<file path="config.mk">
export PLATFORM = sky130hd
export DESIGN_NAME = seq_alu
export DESIGN_NICKNAME = d
export VERILOG_FILES = /design/src/rtl/alu_pkg.sv /design/src/rtl/seq_alu_iter.sv /design/src/rtl/seq_alu.sv
export SDC_FILE = /design/constraint.sdc
export NUM_CORES = 1
export LEC_CHECK = 0
export BUFFER_PORTS_ARGS = -buffer_cell sky130_fd_sc_hd__buf_2
export CAP_MARGIN = 20
export CORE_MARGIN = 1
export CORE_UTILIZATION = 50
export DETAILED_ROUTE_END_ITERATION = 16
export GPL_TIMING_DRIVEN = 0
export PLACE_DENSITY = 0.76
export SETUP_SLACK_MARGIN = 0.15
export SYNTH_ARGS = -nofsm -noshare
export SYNTH_HDL_FRONTEND = slang
export SYNTH_SLANG_ARGS = --single-unit
export TNS_END_PERCENT = 100
</file>
<file path="constraint.sdc">
create_clock -name clk -period 4 [get_ports clk]
set_input_delay 0.8 -clock clk [delete_from_list [all_inputs] [get_ports clk]]
set_output_delay 0.8 -clock clk [all_outputs]
set_load 0.02 [all_outputs]
</file>
<file path="src/rtl/alu_pkg.sv">
// Shared encodings for the sequential ALU: operation codes, FSM states and
// the counter-width helper.
package alu_pkg;

  localparam logic [1:0] OP_ADD = 2'b00;
  localparam logic [1:0] OP_SUB = 2'b01;
  localparam logic [1:0] OP_MUL = 2'b10;
  localparam logic [1:0] OP_DIV = 2'b11;

  typedef enum logic [2:0] {
    IDLE = 3'd0,
    EXEC = 3'd1,
    ITER = 3'd2,
    FIX  = 3'd3,
    DONE = 3'd4
  } state_t;

  function automatic int clog2(input int v);
    int r;
    r = 0;
    for (int i = 0; i < 32; i++) begin
      if ((1 << r) < v) r = r + 1;
    end
    return r;
  endfunction

endpackage

</file>
<file path="src/rtl/seq_alu_iter.sv">
// Unsigned iterative datapath: right-shifting shift-add multiply (mode 0) or
// restoring divide (mode 1). hi/lo hold product halves or remainder/quotient.
module seq_alu_iter #(
  parameter int WIDTH = 8
) (
  input  logic             clk,
  input  logic             load_i,
  input  logic             step_i,
  input  logic             mode_i,
  input  logic [WIDTH-1:0] opa_i,
  input  logic [WIDTH-1:0] opb_i,
  output logic [WIDTH-1:0] hi_o,
  output logic [WIDTH-1:0] lo_o
);

  logic [WIDTH-1:0] hi_q, hi_d;
  logic [WIDTH-1:0] lo_q, lo_d;
  logic [WIDTH-1:0] b_q, b_d;
  logic [WIDTH:0]   mul_sum;
  logic [WIDTH:0]   rem_sh;
  logic [WIDTH+1:0] rem_diff;
  logic             fits;

  always_comb begin
    mul_sum  = {1'b0, hi_q} + (lo_q[0] ? {1'b0, b_q} : '0);
    rem_sh   = {hi_q, lo_q[WIDTH-1]};
    rem_diff = {1'b0, rem_sh} - {2'b00, b_q};
    fits     = ~rem_diff[WIDTH+1];
  end

  always_comb begin
    hi_d = hi_q;
    lo_d = lo_q;
    b_d  = b_q;
    if (load_i) begin
      hi_d = '0;
      lo_d = opa_i;
      b_d  = opb_i;
    end else if (step_i) begin
      if (!mode_i) begin
        // carry of the partial sum shifts into the top of hi
        hi_d = mul_sum[WIDTH:1];
        lo_d = {mul_sum[0], lo_q[WIDTH-1:1]};
      end else begin
        hi_d = fits ? rem_diff[WIDTH-1:0] : rem_sh[WIDTH-1:0];
        lo_d = {lo_q[WIDTH-2:0], fits};
      end
    end
  end

  always_ff @(posedge clk) begin
    hi_q <= hi_d;
    lo_q <= lo_d;
    b_q  <= b_d;
  end

  assign hi_o = hi_q;
  assign lo_o = lo_q;

endmodule

</file>
<file path="src/rtl/seq_alu.sv">
// Multi-cycle signed ALU (ADD/SUB/MUL/DIV) with start/done handshake;
// sign handling, flags and control live here, iteration in seq_alu_iter.
module seq_alu
  import alu_pkg::*;
#(
  parameter int WIDTH = 8
) (
  input  logic             clk,
  input  logic             rst_n,
  input  logic             start,
  input  logic [1:0]       op,
  input  logic [WIDTH-1:0] a,
  input  logic [WIDTH-1:0] b,
  output logic             busy,
  output logic             done,
  output logic [WIDTH-1:0] result_lo,
  output logic [WIDTH-1:0] result_hi,
  output logic             carry,
  output logic             ovf,
  output logic             zero,
  output logic             neg,
  output logic             dbz
);

  localparam int CNT_W = clog2(WIDTH + 1);

  state_t                  state_q, state_d;
  logic [CNT_W-1:0]        cnt_q;
  logic [1:0]              op_q;
  logic signed [WIDTH-1:0] a_q, b_q;
  logic [WIDTH-1:0]        lo_q, lo_d, hi_q, hi_d;
  logic                    carry_q, carry_d, ovf_q, ovf_d;
  logic                    zero_q, zero_d, neg_q, neg_d, dbz_q, dbz_d;

  logic                    busy_w, accept, it_load, it_step;
  logic [WIDTH-1:0]        it_hi, it_lo, addb;
  logic [WIDTH:0]          sum;
  logic [2*WIDTH-1:0]      prod_u, prod_s;
  logic [WIDTH-1:0]        quo_s, rem_s;
  logic                    sgn_diff;

  // -(-2^(WIDTH-1)) wraps to 2^(WIDTH-1), which is exact as an unsigned magnitude
  function automatic logic [WIDTH-1:0] mag(input logic signed [WIDTH-1:0] v);
    return v[WIDTH-1] ? (~v + 1'b1) : v;
  endfunction

  assign busy_w  = (state_q == EXEC) || (state_q == ITER) || (state_q == FIX);
  assign accept  = start && !busy_w;
  assign it_load = (state_q == ITER) && (cnt_q == '0);
  assign it_step = (state_q == ITER) && (cnt_q != '0);

  seq_alu_iter #(.WIDTH(WIDTH)) u_iter (
    .clk    (clk),
    .load_i (it_load),
    .step_i (it_step),
    .mode_i (op_q == OP_DIV),
    .opa_i  (mag(a_q)),
    .opb_i  (mag(b_q)),
    .hi_o   (it_hi),
    .lo_o   (it_lo)
  );

  always_comb begin
    state_d = state_q;
    case (state_q)
      IDLE, DONE: begin
        if (start)
          state_d = ((op == OP_MUL) || ((op == OP_DIV) && (b != '0))) ? ITER : EXEC;
        else
          state_d = IDLE;
      end
      EXEC:    state_d = DONE;
      ITER:    if (cnt_q == CNT_W'(WIDTH)) state_d = FIX;
      FIX:     state_d = DONE;
      default: state_d = IDLE;
    endcase
  end

  always_comb begin
    addb     = (op_q == OP_SUB) ? ~b_q : b_q;
    sum      = {1'b0, a_q} + {1'b0, addb} + (WIDTH+1)'(op_q == OP_SUB);
    sgn_diff = a_q[WIDTH-1] ^ b_q[WIDTH-1];
    prod_u   = {it_hi, it_lo};
    prod_s   = sgn_diff ? (~prod_u + 1'b1) : prod_u;
    quo_s    = sgn_diff ? (~it_lo + 1'b1) : it_lo;
    rem_s    = a_q[WIDTH-1] ? (~it_hi + 1'b1) : it_hi;
  end

  always_comb begin
    lo_d    = '0;
    hi_d    = '0;
    carry_d = 1'b0;
    ovf_d   = 1'b0;
    dbz_d   = 1'b0;
    if (state_q == EXEC) begin
      if (op_q == OP_DIV) begin
        lo_d  = '1;
        hi_d  = a_q;
        dbz_d = 1'b1;
      end else begin
        lo_d    = sum[WIDTH-1:0];
        hi_d    = {WIDTH{sum[WIDTH-1]}};
        carry_d = sum[WIDTH];
        ovf_d   = (a_q[WIDTH-1] == addb[WIDTH-1]) && (sum[WIDTH-1] != a_q[WIDTH-1]);
      end
    end else if (op_q == OP_MUL) begin
      lo_d  = prod_s[WIDTH-1:0];
      hi_d  = prod_s[2*WIDTH-1:WIDTH];
      ovf_d = !((&prod_s[2*WIDTH-1:WIDTH-1]) || !(|prod_s[2*WIDTH-1:WIDTH-1]));
    end else begin
      lo_d  = quo_s;
      hi_d  = rem_s;
      // only -2^(WIDTH-1) / -1 yields a positive quotient with the MSB set
      ovf_d = !sgn_diff && it_lo[WIDTH-1];
    end
    zero_d = (op_q == OP_MUL) ? ({hi_d, lo_d} == '0) : (lo_d == '0);
    neg_d  = (op_q == OP_MUL) ? hi_d[WIDTH-1] : lo_d[WIDTH-1];
  end

  always_ff @(posedge clk) begin
    if (accept) begin
      a_q <= a;
      b_q <= b;
    end
  end

  always_ff @(posedge clk or negedge rst_n) begin
    if (!rst_n) begin
      state_q <= IDLE;
      cnt_q   <= '0;
      op_q    <= OP_ADD;
      lo_q    <= '0;
      hi_q    <= '0;
      carry_q <= 1'b0;
      ovf_q   <= 1'b0;
      zero_q  <= 1'b0;
      neg_q   <= 1'b0;
      dbz_q   <= 1'b0;
    end else begin
      state_q <= state_d;
      if (accept) begin
        op_q  <= op;
        cnt_q <= '0;
      end else if (state_q == ITER) begin
        cnt_q <= cnt_q + 1'b1;
      end
      // results register on the transition into DONE and hold until the next one
      if ((state_q == EXEC) || (state_q == FIX)) begin
        lo_q    <= lo_d;
        hi_q    <= hi_d;
        carry_q <= carry_d;
        ovf_q   <= ovf_d;
        zero_q  <= zero_d;
        neg_q   <= neg_d;
        dbz_q   <= dbz_d;
      end
    end
  end

  assign busy      = busy_w;
  assign done      = (state_q == DONE);
  assign result_lo = lo_q;
  assign result_hi = hi_q;
  assign carry     = carry_q;
  assign ovf       = ovf_q;
  assign zero      = zero_q;
  assign neg       = neg_q;
  assign dbz       = dbz_q;

endmodule

</file>
==> results.tsv, run 1 <==
stage	metric	value	unit
floorplan	Die Footprint	0.0108	sq mm
layout	Multi-input gate area	0.00308	sq mm
setup_path	Reg2Reg Launch Point	op_q[1]$_DFFE_PN0P_	
power_and_ir_drop	share of power burned in the clock network	0.120	
synth	number of enable-type register cells in the synthesized netlist	32	
synth	Syn. warnings	0	
sta	number of max-slew violations in the final report	0	
synth	distinct cell type count after synthesis	71	
route	DR pass1 iterations	5	
power_and_ir_drop	sequential cell fraction of total power	0.271	
route	via count	4650	
setup_path	Crit path arrival time	3.83	ns
synth	proportion of synthesized flip-flops having asynchronous set or reset	0.429	
setup_path	slowest stage delay, CP	0.54	ns
setup_path	required time worst endpoint	4.28	ns
route	Iteration-0 DRC Markers	348	
setup_path	worst reg2reg setup slack	0.45	ns
cts	Clock Tree Buf Depth	2	
route	count of nets left with antenna violations after detail routing	0	
sta	Fin Hold WS	0.458	ns
cts	H-tree level count	3	
setup_path	worst-case reg-to-reg path depth	12	
floorplan	total I/O pin count	44	
power_and_ir_drop	total power after layout	5.04	mW
synth	library cell occupying the most area in the post-synthesis netlist	sky130_fd_sc_hd__edfxtp_1	
synth	most common cell in the netlist	sky130_fd_sc_hd__nand2_1	
placed_design	Area after DPL	0.00558	sq mm
placed_design	count of buffers inserted at the top-level ports	43	
floorplan	horizontal extent of the die	104	um
synth	top cells by count, synth	sky130_fd_sc_hd__nand2_1, sky130_fd_sc_hd__nor2_1, sky130_fd_sc_hd__a21oi_1, sky130_fd_sc_hd__o21ai_0, sky130_fd_sc_hd__edfxtp_1	
placed_design	HPWL after DPL	10700	um
layout	area of all sequential standard cells	0.00187	sq mm
flow_run	max cap viols	0	
grt	pin count of the biggest net entering global routing	31	
route	vias per cell	5.90	
synth	synthesized area	0.00520	sq mm
route	# DRC	0	
setup_path	Startpoint Class	flop	
floorplan	num rows	36	
grt	number of global-route vias before repair	4615	
synth	Post-Synthesis Cells	596	
setup_path	FF-to-FF End	zero$_DFFE_PN0P_	
layout	final standard cell area without fillers	0.00579	sq mm
power_and_ir_drop	proportion of total power due to net switching	0.491	
route	wire length per cell	17.3	um
setup_path	Worst Setup EP	zero$_DFFE_PN0P_	
setup_path	kind of cell adding the most delay to the critical path	compound AO/OA/AOI/OAI gates	
sta	setup tns final	0	ns
synth	prevailing post-synth register cell	sky130_fd_sc_hd__edfxtp_1	
sta	Relative slew margins	0.295	
layout	ratio of cells with drive above 1 in the final layout	0.125	
power_and_ir_drop	net load switching power	2.47	mW
setup_path	worst setup path start	op_q[1]$_DFFE_PN0P_	
sta	setup repair after global routing missed its margin	false	
setup_path	logic depth of the worst setup path including buffers	12	
placed_design	final estimated routing congestion in global placement	0.923	
power_and_ir_drop	Max IR drop VDD	0.445	mV
floorplan	core footprint	0.00991	sq mm
power_and_ir_drop	total leakage power	2.48	nW
synth	flip-flop and latch count after synthesis	70	
layout	non-filler instance count after layout	788	
sta	number of endpoints failing setup at the final stage	0	
outcome	outcome	finished clean	
layout	Layout Nets	705	
cts	clock root buffer	sky130_fd_sc_hd__clkbuf_8	
power_and_ir_drop	Pwr Density	871	mW/mm^2
grt	global-route usage over all layers	0.269	
setup_path	cell breakdown of the critical path	nand2b_1, clkbuf_1, xnor2_1, ha_1, a21o_1, a21o_1, a221oi_1, xor2_1, nor2_1, o22ai_1, a41oi_1, o31ai_2	
sta	pin slew with the least headroom to its limit	1.05	ns
cts	Sink Count	70	
sta	ratio of final minimum period to clock period	0.886	
power_and_ir_drop	Int Power	2.57	mW
setup_path	number of buffer and inverter instances along the worst setup path	1	
sta	final hold vios	0	
setup_path	peak fanout along the critical path	9	
sta	min Tclk post-route	3.55	ns
route	final wirelength	13600	um
setup_path	cell type with the highest occurrence count on the critical path	sky130_fd_sc_hd__a21o_1	
setup_path	startpoint-to-endpoint class of the critical path	reg2reg	
layout	diode insertion count for antenna repair	0	
layout	area delta synth->final	11.4	%
synth	area share of the largest cell type after synthesis	0.185	
placed_design	placed cell count	772	
synth	most area-consuming cells after synthesis	sky130_fd_sc_hd__edfxtp_1, sky130_fd_sc_hd__dfrtp_1, sky130_fd_sc_hd__ha_1, sky130_fd_sc_hd__nand2_1, sky130_fd_sc_hd__xnor2_1	
grt	wire length of the first global-routing pass	22900	um
grt	initial antenna violation count	0	
sta	Highest Clock Rate	0.282	GHz
synth	register area share after synthesis	0.360	
cts	TritonCTS clock tree	done	
placed_design	worst slack at placement	0.395	ns
power_and_ir_drop	Combinational Power Share	0.609	
min_path	HP Class	in2async	
setup_path	Slowest cell on crit path	sky130_fd_sc_hd__a221oi_1	
setup_path	capturing element type of the critical path	flop	
cts	Clk Latency, worst-skew pair	0.37	ns
synth	per-instance average area after synthesis	8.72	sq um
layout	utilization after layout	0.584	
cts	clock-pin slew reported for the worst setup and hold paths after clock tree synthesis	0.09	ns
sta	Clock Skews	0.0208	ns
floorplan	Die Y-Extent	104	um
cts	number of clock buffers inserted by TritonCTS	9	
synth	post-synthesis net count	651	
layout	Filler cells	897	
grt	GRT overflow	0	
floorplan	effective utilization at floorplan	0.524	
sta	worst setup slack after layout	0.455	ns
[worst register-to-register path, stage by stage, from the launching register on]
cell and delay (ns):
sky130_fd_sc_hd__dfrtp_1 0.52, sky130_fd_sc_hd__nand2b_1 0.15, sky130_fd_sc_hd__clkbuf_1 0.39, sky130_fd_sc_hd__xnor2_1 0.15, sky130_fd_sc_hd__ha_1 0.39, sky130_fd_sc_hd__a21o_1 0.24
sky130_fd_sc_hd__a21o_1 0.20, sky130_fd_sc_hd__a221oi_1 0.54, sky130_fd_sc_hd__xor2_1 0.20, sky130_fd_sc_hd__nor2_1 0.08, sky130_fd_sc_hd__o22ai_1 0.22, sky130_fd_sc_hd__a41oi_1 0.17
sky130_fd_sc_hd__o31ai_2 0.23
[layout make-up]
type / instances / area share
sequential: 70 / 0.323
multi-input combinational: 464 / 0.531
inverter: 30 / 0.0195
clock buffer: 10 / 0.0238
clock inverter: 6 / 0.0119
tap: 133 / 0.0287
timing repair buffer: 43 / 0.0372
buffer: 32 / 0.0242
[timing repair]
| action | 4_1_cts | 5_1_grt |
|---|---|---|
| hold endpoints to repair | 0 | 0 |
| resized for setup | 0 | 1 |
| buffers inserted | 0 | 0 |
| endpoints found under the setup margin | 0 | 3 |
| hold buffers | 0 | 0 |
[per-layer routing]
layer | GRT usage | wire length [um]
met5 | 0 | 0
met3 | 0.0558 | 1180
met1 | 0.352 | 5900
met4 | 0.100 | 310
met2 | 0.438 | 6240
[kinds of logic after synthesis]
group / after synthesis / share of synthesized area
buffers and inverters: 62 / 0.0486
AOI/OAI and AO/OA: 160 / 0.198
and+or+nand+nor: 212 / 0.206
DFF: 70 / 0.360
xor gates and xnor gates: 54 / 0.0925
adders and majority gates: 34 / 0.0862
muxes: 4 / 0.00795
[sequential cells by signal, summed over array words and instances, names as in the netlist]
signal / flops
a_q: 8
b_q: 8
carry: 1
cnt_q: 4
dbz: 1
neg: 1
op_q: 2
ovf: 1
result_hi: 8
result_lo: 8
state_q: 3
u_iter.b_q: 8
u_iter.hi_o: 8
u_iter.lo_o: 8
zero: 1
[worst min-delay path by stage]
stage	start	to	slack, ns	cells after the start
after floorplan	b_q[0]$_DFFE_PP_	u_iter.b_q[0]$_DFFE_PP_	0.42	0
after global placement	b_q[0]$_DFFE_PP_	u_iter.b_q[0]$_DFFE_PP_	0.43	0
after CTS	b_q[0]$_DFFE_PP_	u_iter.b_q[0]$_DFFE_PP_	0.48	0
final	rst_n	ovf$_DFFE_PN0P_	0.46	1
after global routing	b_q[0]$_DFFE_PP_	u_iter.b_q[0]$_DFFE_PP_	0.50	0
after detailed placement	b_q[0]$_DFFE_PP_	u_iter.b_q[0]$_DFFE_PP_	0.44	0
[placed cells by master, fill, tap and decap left out, drive strengths merged, types with 17 or more instances in the layout]
cell    instances
clkbuf         34
a31oi          17
dfrtp          30
edfxtp         32
xor2           23
xnor2          31
inv            30
nand2          77
buf            51
o21ai          39
nor2           40
a21oi          34
ha             31
[power groups by stage]
stage,Sequential (mW),Combinational (mW),Clock (mW)
floorplan,1.41,2.15,0
global placement,1.36,2.93,0
detailed placement,1.37,3.01,0
CTS,1.36,3.02,0.611
global route,1.40,3.41,0.637
finish,1.37,3.07,0.606
(Power assumes the default switching activity.)
==> inputs of run 2 (changes only) <==
--- a/config.mk
+++ b/config.mk
@@ -10,7 +10,8 @@
 export CORE_MARGIN = 1
 export CORE_UTILIZATION = 50
 export DETAILED_ROUTE_END_ITERATION = 16
-export GPL_TIMING_DRIVEN = 0
+export GPL_TIMING_DRIVEN = 1
+export HOLD_SLACK_MARGIN = 0.06
 export PLACE_DENSITY = 0.76
 export SETUP_SLACK_MARGIN = 0.15
 export SYNTH_ARGS = -nofsm -noshare
==> results.tsv, run 2 (synthesized netlist as in run 1, its figures left out) <==
stage	metric	value	unit
route	# DRC	0	
grt	GRT overflow	0	
layout	ratio of cells with drive above 1 in the final layout	0.130	
layout	area delta synth->final	10.0	%
setup_path	cell type with the highest occurrence count on the critical path	sky130_fd_sc_hd__a21o_1	
layout	non-filler instance count after layout	763	
route	count of nets left with antenna violations after detail routing	0	
sta	Clock Skews	0.0121	ns
cts	Post CTS Setup Buffer Count	0	
placed_design	final estimated routing congestion in global placement	0.916	
floorplan	core footprint	0.00991	sq mm
cts	clock root buffer	sky130_fd_sc_hd__clkbuf_8	
setup_path	FF-to-FF End	zero$_DFFE_PN0P_	
min_path	HP Class	in2async	
route	Iteration-0 DRC Markers	367	
route	vias per cell	6.12	
setup_path	cell breakdown of the critical path	nand2b_1, xnor2_1, ha_1, a21o_1, a21o_1, a221oi_1, xor2_1, nor2_1, o22ai_1, a41oi_1, o31ai_2	
sta	ratio of final minimum period to clock period	0.832	
floorplan	total I/O pin count	44	
sta	pin slew with the least headroom to its limit	1.11	ns
sta	number of max-slew violations in the final report	0	
cts	Hold Buf Count CTS	0	
cts	TritonCTS clock tree	done	
grt	pin count of the biggest net entering global routing	34	
outcome	outcome	finished clean	
layout	leading cell type in the layout, fill and taps excluded	sky130_fd_sc_hd__nand2_1	
setup_path	slowest stage delay, CP	0.51	ns
floorplan	Die Footprint	0.0108	sq mm
sta	setup repair after global routing missed its margin	false	
layout	diode insertion count for antenna repair	0	
layout	Layout Nets	680	
route	wire length per cell	17.3	um
floorplan	horizontal extent of the die	104	um
power_and_ir_drop	Max IR drop VDD	0.431	mV
floorplan	Die Y-Extent	104	um
floorplan	effective utilization at floorplan	0.524	
setup_path	Crit path arrival time	3.61	ns
cts	H-tree level count	3	
placed_design	HPWL after DPL	9890	um
layout	most used cells in the layout excluding fill and tap cells	sky130_fd_sc_hd__nand2_1, sky130_fd_sc_hd__buf_2, sky130_fd_sc_hd__nor2_1	
setup_path	Slowest cell on crit path	sky130_fd_sc_hd__a221oi_1	
cts	number of clock buffers inserted by TritonCTS	9	
grt	initial antenna violation count	0	
setup_path	Reg2Reg Launch Point	op_q[1]$_DFFE_PN0P_	
cts	Clock Tree Buf Depth	2	
cts	Clk Latency, worst-skew pair	0.36	ns
layout	Filler cells	890	
cts	Sink Count	70	
grt	global-route usage over all layers	0.255	
sta	number of endpoints failing setup at the final stage	0	
floorplan	num rows	36	
grt	number of global-route vias before repair	4438	
setup_path	startpoint-to-endpoint class of the critical path	reg2reg	
route	final wirelength	13200	um
flow_run	max cap viols	0	
route	via count	4668	
cts	Resized cells post-CTS	0	
setup_path	worst setup path start	op_q[1]$_DFFE_PN0P_	
power_and_ir_drop	Pwr Density	873	mW/mm^2
setup_path	worst reg2reg setup slack	0.67	ns
sta	min Tclk post-route	3.33	ns
sta	setup tns final	0	ns
sta	final hold vios	0	
setup_path	capturing element type of the critical path	flop	
power_and_ir_drop	total leakage power	2.46	nW
setup_path	worst-case reg-to-reg path depth	11	
route	DR pass1 iterations	6	
setup_path	peak fanout along the critical path	9	
sta	Relative slew margins	0.254	
setup_path	Worst Setup EP	zero$_DFFE_PN0P_	
placed_design	count of buffers inserted at the top-level ports	43	
grt	wire length of the first global-routing pass	22000	um
setup_path	Startpoint Class	flop	
cts	clock-pin slew reported for the worst setup and hold paths after clock tree synthesis	0.08	ns
placed_design	placed cell count	747	
setup_path	required time worst endpoint	4.28	ns
sta	Highest Clock Rate	0.300	GHz
## run 2: cell types whose count changed in the layout (fill, tap and decap cells not counted), moves of 2 or more
cell | previous run | this run
sky130_fd_sc_hd__buf_1 | 2 | 0
sky130_fd_sc_hd__clkbuf_1 | 24 | 0
sky130_fd_sc_hd__buf_6 | 2 | 0
sky130_fd_sc_hd__buf_4 | 0 | 7
sky130_fd_sc_hd__buf_2 | 47 | 43
## run 2: stage by stage
stage	utilization	hold slack (ns)	cell area, sq um	setup WS (ns)	total power, mW
CTS	0.577	0.480	5720	0.716	4.95
finish	0.577	0.467	5720	0.670	4.99
detailed placement	0.554	0.461	5490	0.743	4.29
global placement	0.554	0.459	5490	0.889	4.17
global route	0.577	0.506	5720	0.463	5.37
floorplan	-	0.424	5200	1.07	3.56
## run 2: worst min-delay path by stage
| stage | startpoint | to | slack [ns] | cells past startpoint |
|---|---|---|---|---|
| after CTS | dbz$_DFFE_PN0P_ | dbz$_DFFE_PN0P_ | 0.48 | 2 |
| after global routing | rst_n | result_lo[7]$_DFFE_PN0P_ | 0.51 | 1 |
| final | rst_n | result_lo[7]$_DFFE_PN0P_ | 0.47 | 1 |
| after detailed placement | dbz$_DFFE_PN0P_ | dbz$_DFFE_PN0P_ | 0.46 | 2 |
| after floorplan | b_q[0]$_DFFE_PP_ | u_iter.b_q[0]$_DFFE_PP_ | 0.42 | 0 |
| after global placement | result_lo[7]$_DFFE_PN0P_ | result_lo[7]$_DFFE_PN0P_ | 0.46 | 2 |
## run 2: report_power, final
group | switching, mW | internal, mW
Clock | 0.289 | 0.360
Sequential | 0.383 | 1.07
Combinational | 1.73 | 1.15
Total | 2.40 | 2.59
## run 2: area by class of cell
| cell class | count | area (sq um) | share of cell area |
|---|---|---|---|
| Clock inverter | 4 | 51.3 | 0.00897 |
| Multi-Input combinational cell | 464 | 3070 | 0.537 |
| Timing Repair Buffer | 50 | 268 | 0.0468 |
| Sequential cell | 70 | 1870 | 0.327 |
| Inverter | 30 | 113 | 0.0197 |
| Clock buffer | 12 | 176 | 0.0309 |
| Tap cell | 133 | 166 | 0.0291 |
## run 2: per-layer routing
metal  vias up  track usage  routed length, um
met4         0        0.114                336
li1       2213            -                  -
met3        31       0.0470                986
met5         -            0                  0
met2       230        0.405               6120
met1      2194        0.339               5740
## run 2: critical path: cells and delay by family (launching register included)
family                     cells  cell delay (ns)
AOI/OAI and AO/OA              6             1.56
xor gates and xnor gates       2             0.42
adders and majority gates      1             0.40
DFF                            1             0.45
and+or+nand+nor                2             0.43
==> inputs of run 3 (changes only) <==
--- a/config.mk
+++ b/config.mk
@@ -5,6 +5,7 @@
 export SDC_FILE = /design/constraint.sdc
 export NUM_CORES = 1
 export LEC_CHECK = 0
+export ABC_AREA = 1
 export BUFFER_PORTS_ARGS = -buffer_cell sky130_fd_sc_hd__buf_2
 export CAP_MARGIN = 20
 export CORE_MARGIN = 1
@@ -12,7 +13,7 @@
 export DETAILED_ROUTE_END_ITERATION = 16
 export GPL_TIMING_DRIVEN = 1
 export HOLD_SLACK_MARGIN = 0.06
-export PLACE_DENSITY = 0.76
+export PLACE_DENSITY = 0.78
 export SETUP_SLACK_MARGIN = 0.15
 export SYNTH_ARGS = -nofsm -noshare
 export SYNTH_HDL_FRONTEND = slang
==> constraint.sdc (replaced) <==
create_clock -name clk -period 2.7 [get_ports clk]
set_input_delay 0.54 -clock clk [delete_from_list [all_inputs] [get_ports clk]]
set_output_delay 0.54 -clock clk [all_outputs]
set_load 0.02 [all_outputs]
==> results.tsv, run 3 <==
stage	metric	value	unit
outcome	outcome	finished clean	
layout	area delta synth->final	15.5	%
floorplan	num rows	36	
layout	Layout Nets	818	
min_path	HP Class	in2async	
sta	Fin Hold WS	0.215	ns
cts	Clk Latency, worst-skew pair	0.35	ns
sta	pin slew with the least headroom to its limit	0.691	ns
grt	pin count of the biggest net entering global routing	31	
sta	Relative slew margins	0.539	
sta	final hold vios	0	
cts	Clock Tree Buf Depth	2	
cts	H-tree level count	3	
cts	clock root buffer	sky130_fd_sc_hd__clkbuf_8	
route	DR pass1 iterations	5	
synth	prevailing post-synth register cell	sky130_fd_sc_hd__edfxtp_1	
synth	top cells by count, synth	sky130_fd_sc_hd__nand2_1, sky130_fd_sc_hd__inv_1, sky130_fd_sc_hd__nor2_1, sky130_fd_sc_hd__o21ai_0, sky130_fd_sc_hd__nand3_1	
power_and_ir_drop	Pwr Density	1290	mW/mm^2
setup_path	Crit path arrival time	2.81	ns
route	vias per cell	5.48	
setup_path	cell breakdown of the critical path	inv_2, nand2_8, xor2_1, ha_1, nand2_1, nand2_2, a31oi_4, nand2_2, nand2_4, nand3_2, nand3_1, nand2_1, nor2_1, nand2_1, o21ai_2, nand2_1, nand2_1	
route	via count	4938	
synth	distinct cell type count after synthesis	44	
power_and_ir_drop	proportion of total power due to net switching	0.506	
placed_design	final estimated routing congestion in global placement	0.894	
placed_design	worst slack at placement	0.197	ns
route	Iteration-0 DRC Markers	336	
power_and_ir_drop	net load switching power	3.90	mW
setup_path	Startpoint Class	flop	
layout	ratio of cells with drive above 1 in the final layout	0.184	
setup_path	number of buffer and inverter instances along the worst setup path	1	
cts	number of clock buffers inserted by TritonCTS	9	
grt	GRT overflow	0	
route	# DRC	0	
synth	most area-consuming cells after synthesis	sky130_fd_sc_hd__edfxtp_1, sky130_fd_sc_hd__dfrtp_1, sky130_fd_sc_hd__nand2_1, sky130_fd_sc_hd__ha_1, sky130_fd_sc_hd__inv_1	
synth	number of enable-type register cells in the synthesized netlist	32	
setup_path	logic depth of the worst setup path including buffers	17	
floorplan	Die Y-Extent	104	um
floorplan	horizontal extent of the die	104	um
setup_path	Slowest cell on crit path	sky130_fd_sc_hd__dfrtp_1	
cts	TritonCTS clock tree	done	
route	final wirelength	13800	um
setup_path	FF-to-FF End	zero$_DFFE_PN0P_	
sta	setup repair after global routing missed its margin	true	
sta	ratio of final minimum period to clock period	0.933	
grt	wire length of the first global-routing pass	22900	um
synth	proportion of synthesized flip-flops having asynchronous set or reset	0.429	
setup_path	startpoint-to-endpoint class of the critical path	reg2reg	
power_and_ir_drop	Combinational Power Share	0.625	
grt	number of global-route vias before repair	4870	
synth	register area share after synthesis	0.361	
synth	area share of the largest cell type after synthesis	0.185	
placed_design	count of buffers inserted at the top-level ports	43	
power_and_ir_drop	Max IR drop VDD	0.833	mV
layout	leading cell type in the layout, fill and taps excluded	sky130_fd_sc_hd__nand2_1	
setup_path	Worst Setup EP	zero$_DFFE_PN0P_	
cts	Sink Count	70	
synth	per-instance average area after synthesis	7.39	sq um
flow_run	max cap viols	0	
setup_path	worst setup path start	op_q[1]$_DFFE_PN0P_	
power_and_ir_drop	share of power burned in the clock network	0.126	
layout	most used cells in the layout excluding fill and tap cells	sky130_fd_sc_hd__nand2_1, sky130_fd_sc_hd__inv_1, sky130_fd_sc_hd__nor2_1	
setup_path	kind of cell adding the most delay to the critical path	simple AND/OR/NAND/NOR gates	
setup_path	worst reg2reg setup slack	0.18	ns
placed_design	HPWL after DPL	10700	um
power_and_ir_drop	Int Power	3.81	mW
setup_path	slowest stage delay, CP	0.40	ns
grt	initial antenna violation count	0	
setup_path	worst-case reg-to-reg path depth	17	
route	wire length per cell	15.3	um
sta	Clock Skews	0.0113	ns
synth	library cell occupying the most area in the post-synthesis netlist	sky130_fd_sc_hd__edfxtp_1	
power_and_ir_drop	total leakage power	2.88	nW
synth	Post-Synthesis Cells	701	
sta	worst setup slack after layout	0.180	ns
synth	most common cell in the netlist	sky130_fd_sc_hd__nand2_1	
layout	utilization after layout	0.604	
floorplan	total I/O pin count	44	
sta	number of endpoints failing setup at the final stage	0	
setup_path	required time worst endpoint	2.99	ns
power_and_ir_drop	sequential cell fraction of total power	0.250	
sta	number of max-slew violations in the final report	0	
setup_path	capturing element type of the critical path	flop	
setup_path	cell type with the highest occurrence count on the critical path	sky130_fd_sc_hd__nand2_1	
sta	setup tns final	0	ns
synth	Syn. warnings	0	
floorplan	Die Footprint	0.0108	sq mm
grt	global-route usage over all layers	0.265	
cts	clock-pin slew reported for the worst setup and hold paths after clock tree synthesis	0.09	ns
synth	flip-flop and latch count after synthesis	70	
cts	Hold Buf Count CTS	0	
floorplan	core footprint	0.00991	sq mm
synth	synthesized area	0.00518	sq mm
route	count of nets left with antenna violations after detail routing	0	
floorplan	effective utilization at floorplan	0.523	
sta	min Tclk post-route	2.52	ns
setup_path	peak fanout along the critical path	8	
layout	diode insertion count for antenna repair	0	
synth	post-synthesis net count	756	
sta	Highest Clock Rate	0.397	GHz
setup_path	Reg2Reg Launch Point	op_q[1]$_DFFE_PN0P_	
-- run 3: kinds of logic after synthesis --
family / count (synthesis) / synth area share
flops: 70 / 0.361
simple gates: 344 / 0.293
buf+inv: 101 / 0.0785
xor+xnor: 28 / 0.0473
compound gates: 124 / 0.134
fa+ha+maj: 34 / 0.0865
-- run 3: routing by layer --
| layer | global-route usage | vias to the layer above | part of all wire |
|---|---|---|---|
| met5 | 0 | - | 0 |
| met4 | 0.105 | 0 | 0.028 |
| met3 | 0.0409 | 31 | 0.050 |
| met2 | 0.461 | 156 | 0.49 |
| met1 | 0.328 | 2298 | 0.43 |
| li1 | - | 2453 | - |
-- run 3: timing repair --
action / 4_1_cts / 5_1_grt
setup endpoints to repair: 0 / 7
resized for setup: 0 / 23
buffers inserted: 0 / 10
-- run 3: worst min-delay path by stage --
stage / start / end / slack [ns] / cells after the start
finish: rst_n / result_lo[5]$_DFFE_PN0P_ / 0.22 / 1
global route: rst_n / result_lo[3]$_DFFE_PN0P_ / 0.25 / 1
CTS: rst_n / result_lo[5]$_DFFE_PN0P_ / 0.23 / 1
detailed placement: result_hi[7]$_DFFE_PN0P_ / result_hi[7]$_DFFE_PN0P_ / 0.46 / 2
global placement: result_hi[7]$_DFFE_PN0P_ / result_hi[7]$_DFFE_PN0P_ / 0.46 / 2
floorplan: rst_n / carry$_DFFE_PN0P_ / 0.24 / 0
-- run 3: layout make-up --
type / instances / area, sq um
clock inverter: 7 / 104
inverter: 86 / 330
sequential: 70 / 1870
timing repair buffer: 65 / 380
multi-input combinational: 531 / 3010
clock buffer: 9 / 124
fill: 903 / 3920
tap: 133 / 166
-- run 3: metrics by stage --
stage               instances  area (sq um)  total power [mW]
floorplan                 701          5180              5.15
global placement          874          5580              6.23
detailed placement        874          5580              6.33
CTS                       890          5810              7.32
global route              901          5990              8.39
finish                    901          5990              7.71
-- run 3: power groups by stage --
stage	clock (mW)	combinational, mW	sequential (mW)
after global routing	1.03	5.39	1.97
final	0.969	4.81	1.92
after floorplan	0	3.13	2.02
after CTS	0.986	4.42	1.92
after global placement	0	4.31	1.92
after detailed placement	0	4.39	1.94
